## src/rtl/sec_countdown.sv

```systemverilog
// mm:ss BCD countdown driven by a 1 Hz data strobe sampled in the clk domain.
// Optional build macro TIMER_AUTORELOAD_EN: reload from preset on expiry and keep running.
module sec_countdown #(
  parameter int MAX_MIN = 59
) (
  input  logic       clk,
  input  logic       rst,
  input  logic       tick_in,
  input  logic       load,
  input  logic       start,
  input  logic [7:0] min_in,
  input  logic [7:0] sec_in,
  output logic [7:0] min_bcd,
  output logic [7:0] sec_bcd,
  output logic       running,
  output logic       done,
  output logic       expire
);

  localparam logic [3:0] MAX_T = 4'(MAX_MIN / 10);
  localparam logic [3:0] MAX_U = 4'(MAX_MIN % 10);

  typedef enum logic [1:0] {S_IDLE, S_RUN, S_PAUSE, S_DONE} state_t;

  state_t     r_state;
  logic       r_tick_q;
  logic [7:0] r_min, r_sec, r_pre_min, r_pre_sec;
  logic       r_running, r_done, r_expire;

  logic       w_rise, w_zero, w_last, w_min_over;
  logic [7:0] w_min_nib, w_sec_nib, w_min_clamp, w_sec_clamp;
  logic [7:0] w_dec_min, w_dec_sec;

  // Clamp every BCD nibble to 9 before the field-level limits are applied
  genvar gi;
  generate
    for (gi = 0; gi < 2; gi++) begin : g_nib
      assign w_min_nib[gi*4 +: 4] = (min_in[gi*4 +: 4] > 4'd9) ? 4'd9 : min_in[gi*4 +: 4];
      assign w_sec_nib[gi*4 +: 4] = (sec_in[gi*4 +: 4] > 4'd9) ? 4'd9 : sec_in[gi*4 +: 4];
    end
  endgenerate

  assign w_sec_clamp = {((w_sec_nib[7:4] > 4'd5) ? 4'd5 : w_sec_nib[7:4]), w_sec_nib[3:0]};
  assign w_min_over  = (w_min_nib[7:4] > MAX_T) ||
                       ((w_min_nib[7:4] == MAX_T) && (w_min_nib[3:0] > MAX_U));
  assign w_min_clamp = w_min_over ? {MAX_T, MAX_U} : w_min_nib;

  assign w_rise = tick_in & ~r_tick_q;
  assign w_zero = (r_min == 8'h00) && (r_sec == 8'h00);
  assign w_last = (r_min == 8'h00) && (r_sec == 8'h01);

  always_comb begin
    w_dec_min = r_min;
    w_dec_sec = r_sec;
    if (r_sec[3:0] != 4'd0) begin
      w_dec_sec[3:0] = r_sec[3:0] - 4'd1;
    end else begin
      w_dec_sec[3:0] = 4'd9;
      if (r_sec[7:4] != 4'd0) begin
        w_dec_sec[7:4] = r_sec[7:4] - 4'd1;
      end else begin
        w_dec_sec[7:4] = 4'd5;
        if (r_min[3:0] != 4'd0) begin
          w_dec_min[3:0] = r_min[3:0] - 4'd1;
        end else begin
          w_dec_min[3:0] = 4'd9;
          w_dec_min[7:4] = r_min[7:4] - 4'd1;
        end
      end
    end
  end

  always_ff @(posedge clk) begin
    if (rst) begin
      r_state   <= S_IDLE;
      r_tick_q  <= 1'b1;
      r_min     <= 8'h00;
      r_sec     <= 8'h00;
      r_pre_min <= 8'h00;
      r_pre_sec <= 8'h00;
      r_running <= 1'b0;
      r_done    <= 1'b0;
      r_expire  <= 1'b0;
    end else begin
      r_tick_q <= tick_in;
      r_expire <= 1'b0;
      case (r_state)
        S_IDLE: begin
          if (load) begin
            r_pre_min <= w_min_clamp;
            r_pre_sec <= w_sec_clamp;
            r_min     <= w_min_clamp;
            r_sec     <= w_sec_clamp;
          end else if (start && !w_zero) begin
            r_state   <= S_RUN;
            r_running <= 1'b1;
          end
        end
        S_RUN: begin
          // start beats a coincident tick; load is ignored while counting
          if (start) begin
            r_state   <= S_PAUSE;
            r_running <= 1'b0;
          end else if (w_rise && !w_zero) begin
            if (w_last) begin
              r_expire <= 1'b1;
`ifdef TIMER_AUTORELOAD_EN
              r_min    <= r_pre_min;
              r_sec    <= r_pre_sec;
`else
              r_min     <= 8'h00;
              r_sec     <= 8'h00;
              r_state   <= S_DONE;
              r_running <= 1'b0;
              r_done    <= 1'b1;
`endif
            end else begin
              r_min <= w_dec_min;
              r_sec <= w_dec_sec;
            end
          end
        end
        S_PAUSE: begin
          if (load) begin
            r_pre_min <= w_min_clamp;
            r_pre_sec <= w_sec_clamp;
            r_min     <= w_min_clamp;
            r_sec     <= w_sec_clamp;
            r_state   <= S_IDLE;
          end else if (start) begin
            r_state   <= S_RUN;
            r_running <= 1'b1;
          end
        end
        S_DONE: begin
          if (load) begin
            r_pre_min <= w_min_clamp;
            r_pre_sec <= w_sec_clamp;
            r_min     <= w_min_clamp;
            r_sec     <= w_sec_clamp;
            r_state   <= S_IDLE;
            r_done    <= 1'b0;
          end else if (start) begin
            r_min   <= r_pre_min;
            r_sec   <= r_pre_sec;
            r_state <= S_IDLE;
            r_done  <= 1'b0;
          end
        end
        default: begin
          r_state   <= S_IDLE;
          r_running <= 1'b0;
          r_done    <= 1'b0;
        end
      endcase
    end
  end

  assign min_bcd = r_min;
  assign sec_bcd = r_sec;
  assign running = r_running;
  assign done    = r_done;
  assign expire  = r_expire;

endmodule
```

## config.mk

```make
export PLATFORM = sky130hd
export DESIGN_NAME = sec_countdown
export DESIGN_NICKNAME = d
export VERILOG_FILES = /design/src/rtl/sec_countdown.sv
export SDC_FILE = /design/constraint.sdc
export NUM_CORES = 1
export LEC_CHECK = 0
export CAP_MARGIN = 20
export CORE_MARGIN = 2
export CORE_UTILIZATION = 37
export DETAILED_ROUTE_END_ITERATION = 8
export HOLD_SLACK_MARGIN = 0.02
export SLEW_MARGIN = 30
export SYNTH_ARGS = -nofsm -noshare
export SYNTH_HDL_FRONTEND = slang
export SYNTH_SLANG_ARGS = --single-unit
```

## constraint.sdc

```tcl
create_clock -name clk -period 2.55 [get_ports clk]
set_clock_uncertainty 0.1 [all_clocks]
set_input_delay 0.51 -clock clk [delete_from_list [all_inputs] [get_ports clk]]
set_output_delay 0.51 -clock clk [all_outputs]
set_load 0.1 [all_outputs]
```

Yosys cells after proc, flatten, opt, wreduce, memory -nomap -nowiden --
Cells that the tools add are included.
Word-level totals: output and inout bits 19, logic and storage cells 124, flip-flop bits (word level) 38
Cells by class: bitwise logic cells 4, reductions and logical operators 26, mux-type cells 52, add/subtract/negate cells 4, equal/unequal tests 20, order comparisons 7
Operators with widths (number):
- $mux W8 | 15
- $pmux W8 S3 | 2
- $mux W4 | 10
- $ne A3 B3 Y1 const B | 7
- $gt A4 B4 Y1 const B | 5
- $mux W2 | 9
- $logic_not A8 Y1 | 2
- $sub A4 B1 Y4 const B | 4
- $ne A2 B2 Y1 const B | 7
- $reduce_and A7 Y1 | 2
- $mux W1 | 13
- $reduce_and A6 Y1 | 2
- $reduce_bool A4 Y1 | 3
- $reduce_and A5 Y1 | 2
- $eq A8 B1 Y1 const B | 1
- $gt A4 B3 Y1 const B | 2
- $pmux W2 S4 | 1
- $logic_and A1 B1 Y1 | 5
- $eq A2 B2 Y1 const B | 2
- $eq A4 B3 Y1 const B | 1
- $reduce_and A4 Y1 | 1
- $reduce_or A4 Y1 | 1
- $not A1 Y1 | 3
- $pmux W1 S3 | 1
- other kinds (12) | 12

Depth between registers and ports, before layout --
Gate-level depths: netlist (run 1).
word-level depth 8, depth in mapped cells 8, depth with buffers taken out 7

Least setup slack after synthesis (run 1) --
No wires, ideal clock.
path type register to register, start point register r_sec[4] (netlist: sec_bcd[4]), end point register r_min[6] (netlist: min_bcd[6]), library setup time 70 ps, stages on the path, launching flop included 9, clock period less this slack 2704 ps, arrival 2534 ps, path slack -154 ps, required time 2380 ps, path through dfxtp_1 > inv_1 > ha_1 > nor3b_2 > and4_1 > buf_4 > or3_1 > a31o_1 > a21oi_1
Between the ends: word-level cells in the longest chain between the ends 6
Ends and longest elaborated chain:
- start: declaration | RTL line 27 | logic [7:0] r_min, r_sec, r_pre_min, r_pre_sec;
- start signal: assignment | RTL line 93 | r_sec <= w_sec_clamp;
- start signal: assignment | RTL line 119 | r_sec <= w_dec_sec;
- start signal: assignment | RTL line 128 | r_sec <= w_sec_clamp;
- $eq A8 B1 Y1 or $logic_not A8 Y1 (tied branches) | RTL line 50, 49
- $logic_and A1 B1 Y1, on equally long branches | RTL line 50, 49
- $mux W8 or $logic_not A1 Y1 (tied branches) | RTL line 105, 104
- $mux W8 or $logic_and A1 B1 Y1 (tied branches) | RTL line 104 | end else if (w_rise && !w_zero) begin
- $mux W8 or $ne A2 B2 Y1 (tied branches)
- $pmux W8 S3 or $reduce_and A7 Y1 (tied branches)
- end signal: assignment | RTL line 92 | r_min <= w_min_clamp;
- end signal: assignment | RTL line 118 | r_min <= w_dec_min;
- end signal: assignment | RTL line 127 | r_min <= w_min_clamp;
- end: declaration | RTL line 27
Several ways; a longest one is shown, not always the timed one. The select of a mux whose other input is x is not followed. A chain may end at the register's enable or synchronous reset.

Final worst setup path (run 1) --
start point register r_sec[4] (netlist: sec_bcd[4]), end point register r_min[0] (netlist: min_bcd[0])
Between the ends: word-level cells in the longest chain between the ends 6
Ends and longest elaborated chain (RTL line):
- $eq A8 B1 Y1 or $logic_not A8 Y1 (tied branches) | 50, 49
- $logic_and A1 B1 Y1, on equally long branches | 50, 49
- $mux W8 or $logic_not A1 Y1 (tied branches) | 105, 104
- $mux W8 or $logic_and A1 B1 Y1 (tied branches) | 104
- $mux W8 or $ne A2 B2 Y1 (tied branches)
- $pmux W8 S3 or $reduce_and A6 Y1 (tied branches)
Several ways; a longest one is shown, not always the timed one. The select of a mux whose other input is x is not followed.

==> summary.txt, run 1 <==
Detailed routing
  – Final Routed Wirelength: 6490 µm
  – Post-DR vias/cell: 5.79
  – Initial DRT Pass Iterations: 5
  – Drt initial violations: 146
  – Post-route ant nets: 0
  – Drc violations: 0
  – Vias: 2361
  – Wire per inst: 15.9 µm

Place
  – Dpl hpwl: 4800 µm
  – RD Place Congestion: 0.856
  – Placed cell area: 2730 µm²
  – Number of port buffers: 39

Final layout
  – Layout net count: 357
  – Layout cells sized above 1: 0.168
  – Post-route cell area: 2830 µm²
  – Antenna fix cells: 0
  – Area grow syn2layout: 24.0%

Clock network
  – Reg clk slew, reported paths: 70 ps
  – H-Tree Depth: 2
  – # resized after CTS: 0
  – TritonCTS Buffers: 5
  – Max Root-Sink Buffers: 2
  – Worst-Skew Late Latency: 290 ps
  – Root Driver: clkbuf_8
  – Hold-fix buffers, CTS: 0
  – TritonCTS clock tree: done
  – Clock sinks: 38
  – Setup bufs post-CTS: 0

Logic synthesis
  – Synth cell types: 56
  – Mapped Nets: 315
  – Synth Area per Inst: 7.86 µm²
  – Sequential area share after synthesis: 0.334
  – Mapped Area: 2280 µm²
  – Synthesis Warnings: 0
  – Post-synth EDFFs: 0
  – Top post-synthesis cells by area: dfxtp_1, a21oi_1, a211oi_1, nand2_1, nor2_1
  – Ys flop type: dfxtp_1
  – Async SR Flop Fraction: 0
  – FF+latch count, synth: 38
  – Gate Count Post-Synth: 290
  – Synth area leader: dfxtp_1
  – Post-synth top area share: 0.334

Power
  – VDD IR max: 0.236 mV
  – Int Power: 1.06 mW
  – P_sw: 0.666 mW
  – Pwr dens: 610 nW/µm²
  – Pleak: 1.03 nW
  – Combinational Power Share: 0.349
  – Switching fraction of total power: 0.386
  – Clock power frac: 0.250
  – Flop pwr share: 0.402

Timing
  – Slew headroom: 0.661
  – Worst Max-Slew Pin Slew: 508 ps
  – Slew Viols, Final: 0
  – Final hold vios: 0
  – Setup TNS: 0 ps
  – Final critical-path required period: 2210 ps
  – Peak Freq: 0.452 GHz
  – Tcrit/Tclk final: 0.867
  – Final Setup Violations: 0
  – RSZ-0062 raised after global routing: no

GRT
  – Total grt overflow: 0
  – GR Util All Layers: 0.203
  – Antenna violations before repair: 0
  – Largest net degree at the start of global routing: 23
  – Vias in the first global route: 2027
  – First-pass GRT wire length: 10600 µm

Setup path
  – Crit-path max cell delay: 440 ps
  – Worst setup SP type: flip-flop
  – Critical path arrival: 2310 ps
  – Critical path's slowest cell: o22ai_2
  – Reg2Reg Depth: 7
  – CP top delay family: simple AND/OR/NAND/NOR gates
  – Worst Path Max Fanout: 10
  – Instance count on the critical path: 7
  – CP Buf/Inv Count: 1
  – Worst EP required: 2650 ps
  – CP cell instances: inv_1, ha_1, nor3b_2, nand4_1, o22ai_2, nor2_1, a211oi_1
  – Crit path kind: flip-flop to flip-flop
  – Setup crit end kind: flip-flop

Floorplanning
  – Die H: 82.5 µm
  – CORE AREA: 5920 µm²
  – Initial core utilization: 0.385
  – Die Area: 6800 µm²
  – Std cell rows: 28
  – Ports: 40
  – Die width: 82.5 µm

Min path
  – Hold Path Class: flip-flop to flip-flop
  – Cells on Worst Hold Path: 2

Run status
  – Outcome: finished, final reports clean

Job
  – Max-Cap Viols: 0
==> final timing paths <==
| check | start | to | slack, ps |
|---|---|---|---|
| setup / recovery | sec_bcd[4]$_SDFFE_PP0P_ | min_bcd[0]$_SDFFE_PP0P_ | 340 |
| hold / removal | r_pre_sec[1]$_SDFFE_PP0P_ | r_pre_sec[1]$_SDFFE_PP0P_ | 360 |
| setup reg to reg | sec_bcd[4]$_SDFFE_PP0P_ | min_bcd[0]$_SDFFE_PP0P_ | 340 |
| hold reg to reg | r_pre_sec[1]$_SDFFE_PP0P_ | r_pre_sec[1]$_SDFFE_PP0P_ | 360 |
==> cell type report <==
class                      instances  area (µm²)
timing repair buffer              55         475
clock inverter                     1        5.00
multi-input combinational        223        1370
inverter                           9        33.8
clock buffer                       7        86.3
sequential                        38         766
fill                             600        3100
tap                               75        93.8
==> registers in the layout, indices dropped and copies added (netlist names) <==
| signal | flops |
|---|---|
| expire | 1 |
| r_pre_sec | 8 |
| r_tick_q | 1 |
| done | 1 |
| sec_bcd | 8 |
| r_pre_min | 8 |
| min_bcd | 8 |
| running | 1 |
| r_state | 2 |
==> worst reg2reg max path: cells and delay by family, from the launching register on <==
family                   cells  cell delay, ps
AO/OA/AOI/OAI                2             660
buffers and inverters        1              80
AND/OR/NAND/NOR              3             750
adder cells (fa/ha/maj)      1             190
flip-flops                   1             350
==> through the flow <==
| step | hold slack, ps | total power [mW] | setup WS (ps) | util | cells |
|---|---|---|---|---|---|
| 2_1_floorplan | 336 | 1.14 | 28.3 | - | 290 |
| 5_1_grt | 378 | 1.82 | 132 | 0.477 | 408 |
| 3_3_place_gp | 344 | 1.30 | 182 | 0.462 | 400 |
| 6_report | 359 | 1.72 | 339 | 0.477 | 408 |
| 4_1_cts | 361 | 1.74 | 356 | 0.477 | 408 |
| 3_5_place_dp | 349 | 1.30 | 140 | 0.462 | 400 |
==> cell usage after synthesis (3+ instances only) <==
cell       n
o22ai_1    5
nand4_1    3
nor2b_1    4
nor3_1    12
o21ai_0   16
nand2b_1   5
inv_1      9
a31oi_1    3
nor2_1    27
clkbuf_1   9
nand2_1   27
a311oi_1   5
a211oi_1  15
buf_6      4
buf_2      5
nand3_1   10
nor4_1     3
dfxtp_1   38
xnor2_1    3
a21oi_1   35
ha_1       4
==> placed cells by master, fill, tap and decap left out, types with 2 or more instances in the layout <==
cell and instances:
nor2b_1 4, dfxtp_2 4, nand4_1 3, inv_1 9, clkdlybuf4s50_1 20, nor4b_1 2
a21oi_1 35, dfxtp_1 34, xnor2_1 3, buf_4 34, nor3b_1 2, clkbuf_8 6
nor4_1 3, nor3b_2 2, nor2_1 27, nand3_1 10, o21a_1 2, nand2_1 27
a2bb2oi_1 2, ha_1 4, and4_1 2, o2111ai_1 2, a31oi_1 3, or2_2 2
nand2b_1 5, o2111a_1 2, nor3_1 12, a311oi_1 5, or3_1 2, and3_1 2
a211oi_1 15, o22ai_1 5, a32o_1 2, o21ai_0 16
==> per-layer routing <==
metal,part of all wire,GRT usage,vias to the layer above
met4,0.0075,0.0467,0
met1,0.49,0.309,1099
met3,0.061,0.0424,4
met5,0,0,-
met2,0.44,0.290,91
li1,-,-,1167
==> power by group through the flow <==
| stage | logic, mW | registers [mW] | clock network (mW) |
|---|---|---|---|
| finish | 0.601 | 0.692 | 0.430 |
| global route | 0.646 | 0.700 | 0.475 |
| CTS | 0.600 | 0.691 | 0.445 |
| detailed placement | 0.598 | 0.705 | 0 |
| global placement | 0.596 | 0.704 | 0 |
| floorplan | 0.267 | 0.874 | 0 |
==> cells by family (layout without fill, tap and decap cells) <==
group / after synthesis / count (layout) / synth area share
compound gates: 107 / 107 / 0.317
xor+xnor: 3 / 3 / 0.0115
fa+ha+maj: 4 / 4 / 0.0220
buf+inv: 29 / 72 / 0.0670
flops: 38 / 38 / 0.334
simple gates: 109 / 109 / 0.249
Note: power is estimated with default switching activity, not from simulation.
==> run 2, diff against run 1 <==
--- a/config.mk
+++ b/config.mk
@@ -10,6 +10,7 @@
 export CORE_UTILIZATION = 37
 export DETAILED_ROUTE_END_ITERATION = 8
 export HOLD_SLACK_MARGIN = 0.02
+export PLACE_DENSITY = 0.56
 export SLEW_MARGIN = 30
 export SYNTH_ARGS = -nofsm -noshare
 export SYNTH_HDL_FRONTEND = slang
==> run 2 against run 1 <==
Register-to-register slack about the same. Via count decreased by 0.59%. Clock power increased by 52%. Cell area increased by 1.4%. Critical path depth unchanged. Final cell count unchanged. Non-clock buffer count is the same. First-iteration DRC count fell by 26%. Worst hold slack gained 4.3 ps. Critical path type unchanged. Highest routed layer unchanged.
==> summary.txt, run 2 (synthesis results as in run 1) <==
Timing
  – Slew Viols, Final: 0 (unchanged)
  – Final critical-path required period: 2200 ps (-14.4 ps)
  – Tcrit/Tclk final: 0.861 (-0.00566)
  – Slew headroom: 0.693 (+0.0322)
  – Setup TNS: 0 ps (unchanged)
  – Hold Slack: 364 ps (+4.30 ps)
  – Final hold vios: 0 (unchanged)
  – Slack of the critical path: 354 ps (+14.4 ps)
  – RSZ-0062 raised after global routing: no
  – Peak Freq: 0.455 GHz (+0.66%)
  – Worst Max-Slew Pin Slew: 461 ps (-46.7 ps)
  – Final Setup Violations: 0 (unchanged)

Detailed routing
  – Final Routed Wirelength: 6750 µm (+4.0%)
  – Metal2 WL: 3020 µm (+6.1%)
  – Drc violations: 0 (unchanged)
  – Drt initial violations: 108 (-26%)
  – Post-DR vias/cell: 5.75 (-0.59%)
  – WL met3: 341 µm (-13%)
  – Post-route ant nets: 0 (unchanged)
  – Wire per inst: 16.5 µm (+4.0%)
  – Highest metal used: met4
  – Initial DRT Pass Iterations: 4 (-1)
  – Vias: 2347 (-0.59%)
  – M1 WL: 3320 µm (+3.6%)

Clock network
  – Worst-Skew Late Latency: 300 ps (about the same)
  – Clock sinks: 38 (unchanged)
  – Setup bufs post-CTS: 0 (unchanged)
  – Reg clk slew, reported paths: 80 ps (about the same)
  – Hold-fix buffers, CTS: 0 (unchanged)
  – H-Tree Depth: 2 (unchanged)
  – Root Driver: clkbuf_8
  – TritonCTS clock tree: done
  – Max Root-Sink Buffers: 2 (unchanged)
  – # resized after CTS: 0 (unchanged)
  – TritonCTS Buffers: 5 (unchanged)

Power
  – Pleak: 1.04 nW (+1.8%)
  – Final Power: 1.94 mW (+13%)
  – Pwr dens: 679 nW/µm² (+11%)
  – VDD IR max: 0.327 mV (+39%)

Setup path
  – Worst Path Max Fanout: 10 (unchanged)
  – CP Buf/Inv Count: 1 (unchanged)
  – Crit path kind: flip-flop to flip-flop
  – Crit-path max cell delay: 450 ps (about the same)
  – Worst setup SP type: flip-flop
  – Critical path arrival: 2310 ps (about the same)
  – CP cell instances: inv_1, ha_1, nor3b_2, nand4_1, o22ai_2, nor2_1, a311oi_1
  – Critical path's slowest cell: o22ai_2
  – CP top delay family: simple AND/OR/NAND/NOR gates
  – Setup crit end kind: flip-flop
  – Worst EP required: 2670 ps (+20 ps)

Place
  – Pre-CTS WS: 130 ps (-10.2 ps)
  – Dpl hpwl: 4870 µm (+1.4%)
  – Number of port buffers: 39 (unchanged)
  – RD Place Congestion: 0.800 (-6.5%)
  – Inst Count DP: 400 (unchanged)

GRT
  – First-pass GRT wire length: 10900 µm (+3.6%)
  – Antenna violations before repair: 0 (unchanged)
  – GR Util All Layers: 0.212 (+0.00925)
  – Vias in the first global route: 2090 (+3.1%)
  – Largest net degree at the start of global routing: 25 (+8.7%)
  – Total grt overflow: 0 (unchanged)

Floorplanning
  – Initial core utilization: 0.385 (unchanged)
  – CORE AREA: 5920 µm² (unchanged)
  – Ports: 40 (unchanged)
  – Std cell rows: 28 (unchanged)
  – Die H: 82.5 µm (unchanged)
  – Die width: 82.5 µm (unchanged)
  – Die Area: 6800 µm² (unchanged)

Min path
  – Hold Path Class: flip-flop to flip-flop

Final layout
  – Most frequent cells in the layout: a21oi_1, buf_4, dfxtp_1, nor2_1, nand2_1
  – Layout net count: 357 (unchanged)
  – Layout cells sized above 1: 0.171 (+0.00300)
  – Area grow syn2layout: 25.7%
  – Antenna fix cells: 0 (unchanged)
  – Fill count: 624 (+4.0%)
  – Layout Cells excl Fill: 408 (unchanged)

Job
  – Max-Cap Viols: 0 (unchanged)

Run status
  – Outcome: finished, final reports clean
-- run 2: changes by cell type in the layout (fill, tap and decap cells not counted), sizes merged --
cell    previous run  this run
clkinv             1         0
clkbuf             7         6
bufinv             0         2
-- run 2: final timing paths --
check                           cells past startpoint  slack [ps]                 startpoint                   endpoint
worst max-delay path                                7         350    min_bcd[4]$_SDFFE_PP0P_    min_bcd[2]$_SDFFE_PP0P_
worst min register to register                      2         360  r_pre_min[2]$_SDFFE_PP0P_  r_pre_min[2]$_SDFFE_PP0P_
worst max register to register                      7         350    min_bcd[4]$_SDFFE_PP0P_    min_bcd[2]$_SDFFE_PP0P_
worst min-delay path                                2         360  r_pre_min[2]$_SDFFE_PP0P_  r_pre_min[2]$_SDFFE_PP0P_
-- run 2: final cells by class --
cell class	count	area [µm²]	share of cell area
sequential	38	766	0.267
multi-input combinational	223	1370	0.477
clock inverter	2	60.1	0.0210
inverter	9	33.8	0.0118
clock buffer	6	82.6	0.0288
timing repair buffer	55	463	0.162
tap	75	93.8	0.0328
-- run 2: worst reg2reg max path, cell delays in order, from the launching register on --
cell      delay, ps
dfxtp_2         350
inv_1            80
ha_1            140
nor3b_2         360
nand4_1         300
o22ai_2         450
nor2_1          130
a311oi_1        220
-- run 2: layer usage --
metal / vias up / track usage
met5: - / 0
met1: 1107 / 0.305
li1: 1166 / -
met4: 0 / 0.0650
met2: 67 / 0.319
met3: 7 / 0.0413
-- run 2: report_power, final --
part           switching, mW  total [mW]  internal (mW)
logic                  0.401       0.601          0.199
registers             0.0541       0.691          0.637
clock network          0.235       0.653          0.418
total                  0.690        1.94           1.25
-- run 2: per-stage QoR --
stage / utilization / area [µm²]
final: 0.484 / 2860
after global placement: 0.460 / 2720
after detailed placement: 0.460 / 2720
after global routing: 0.484 / 2860
after floorplan: - / 2280
after CTS: 0.484 / 2860
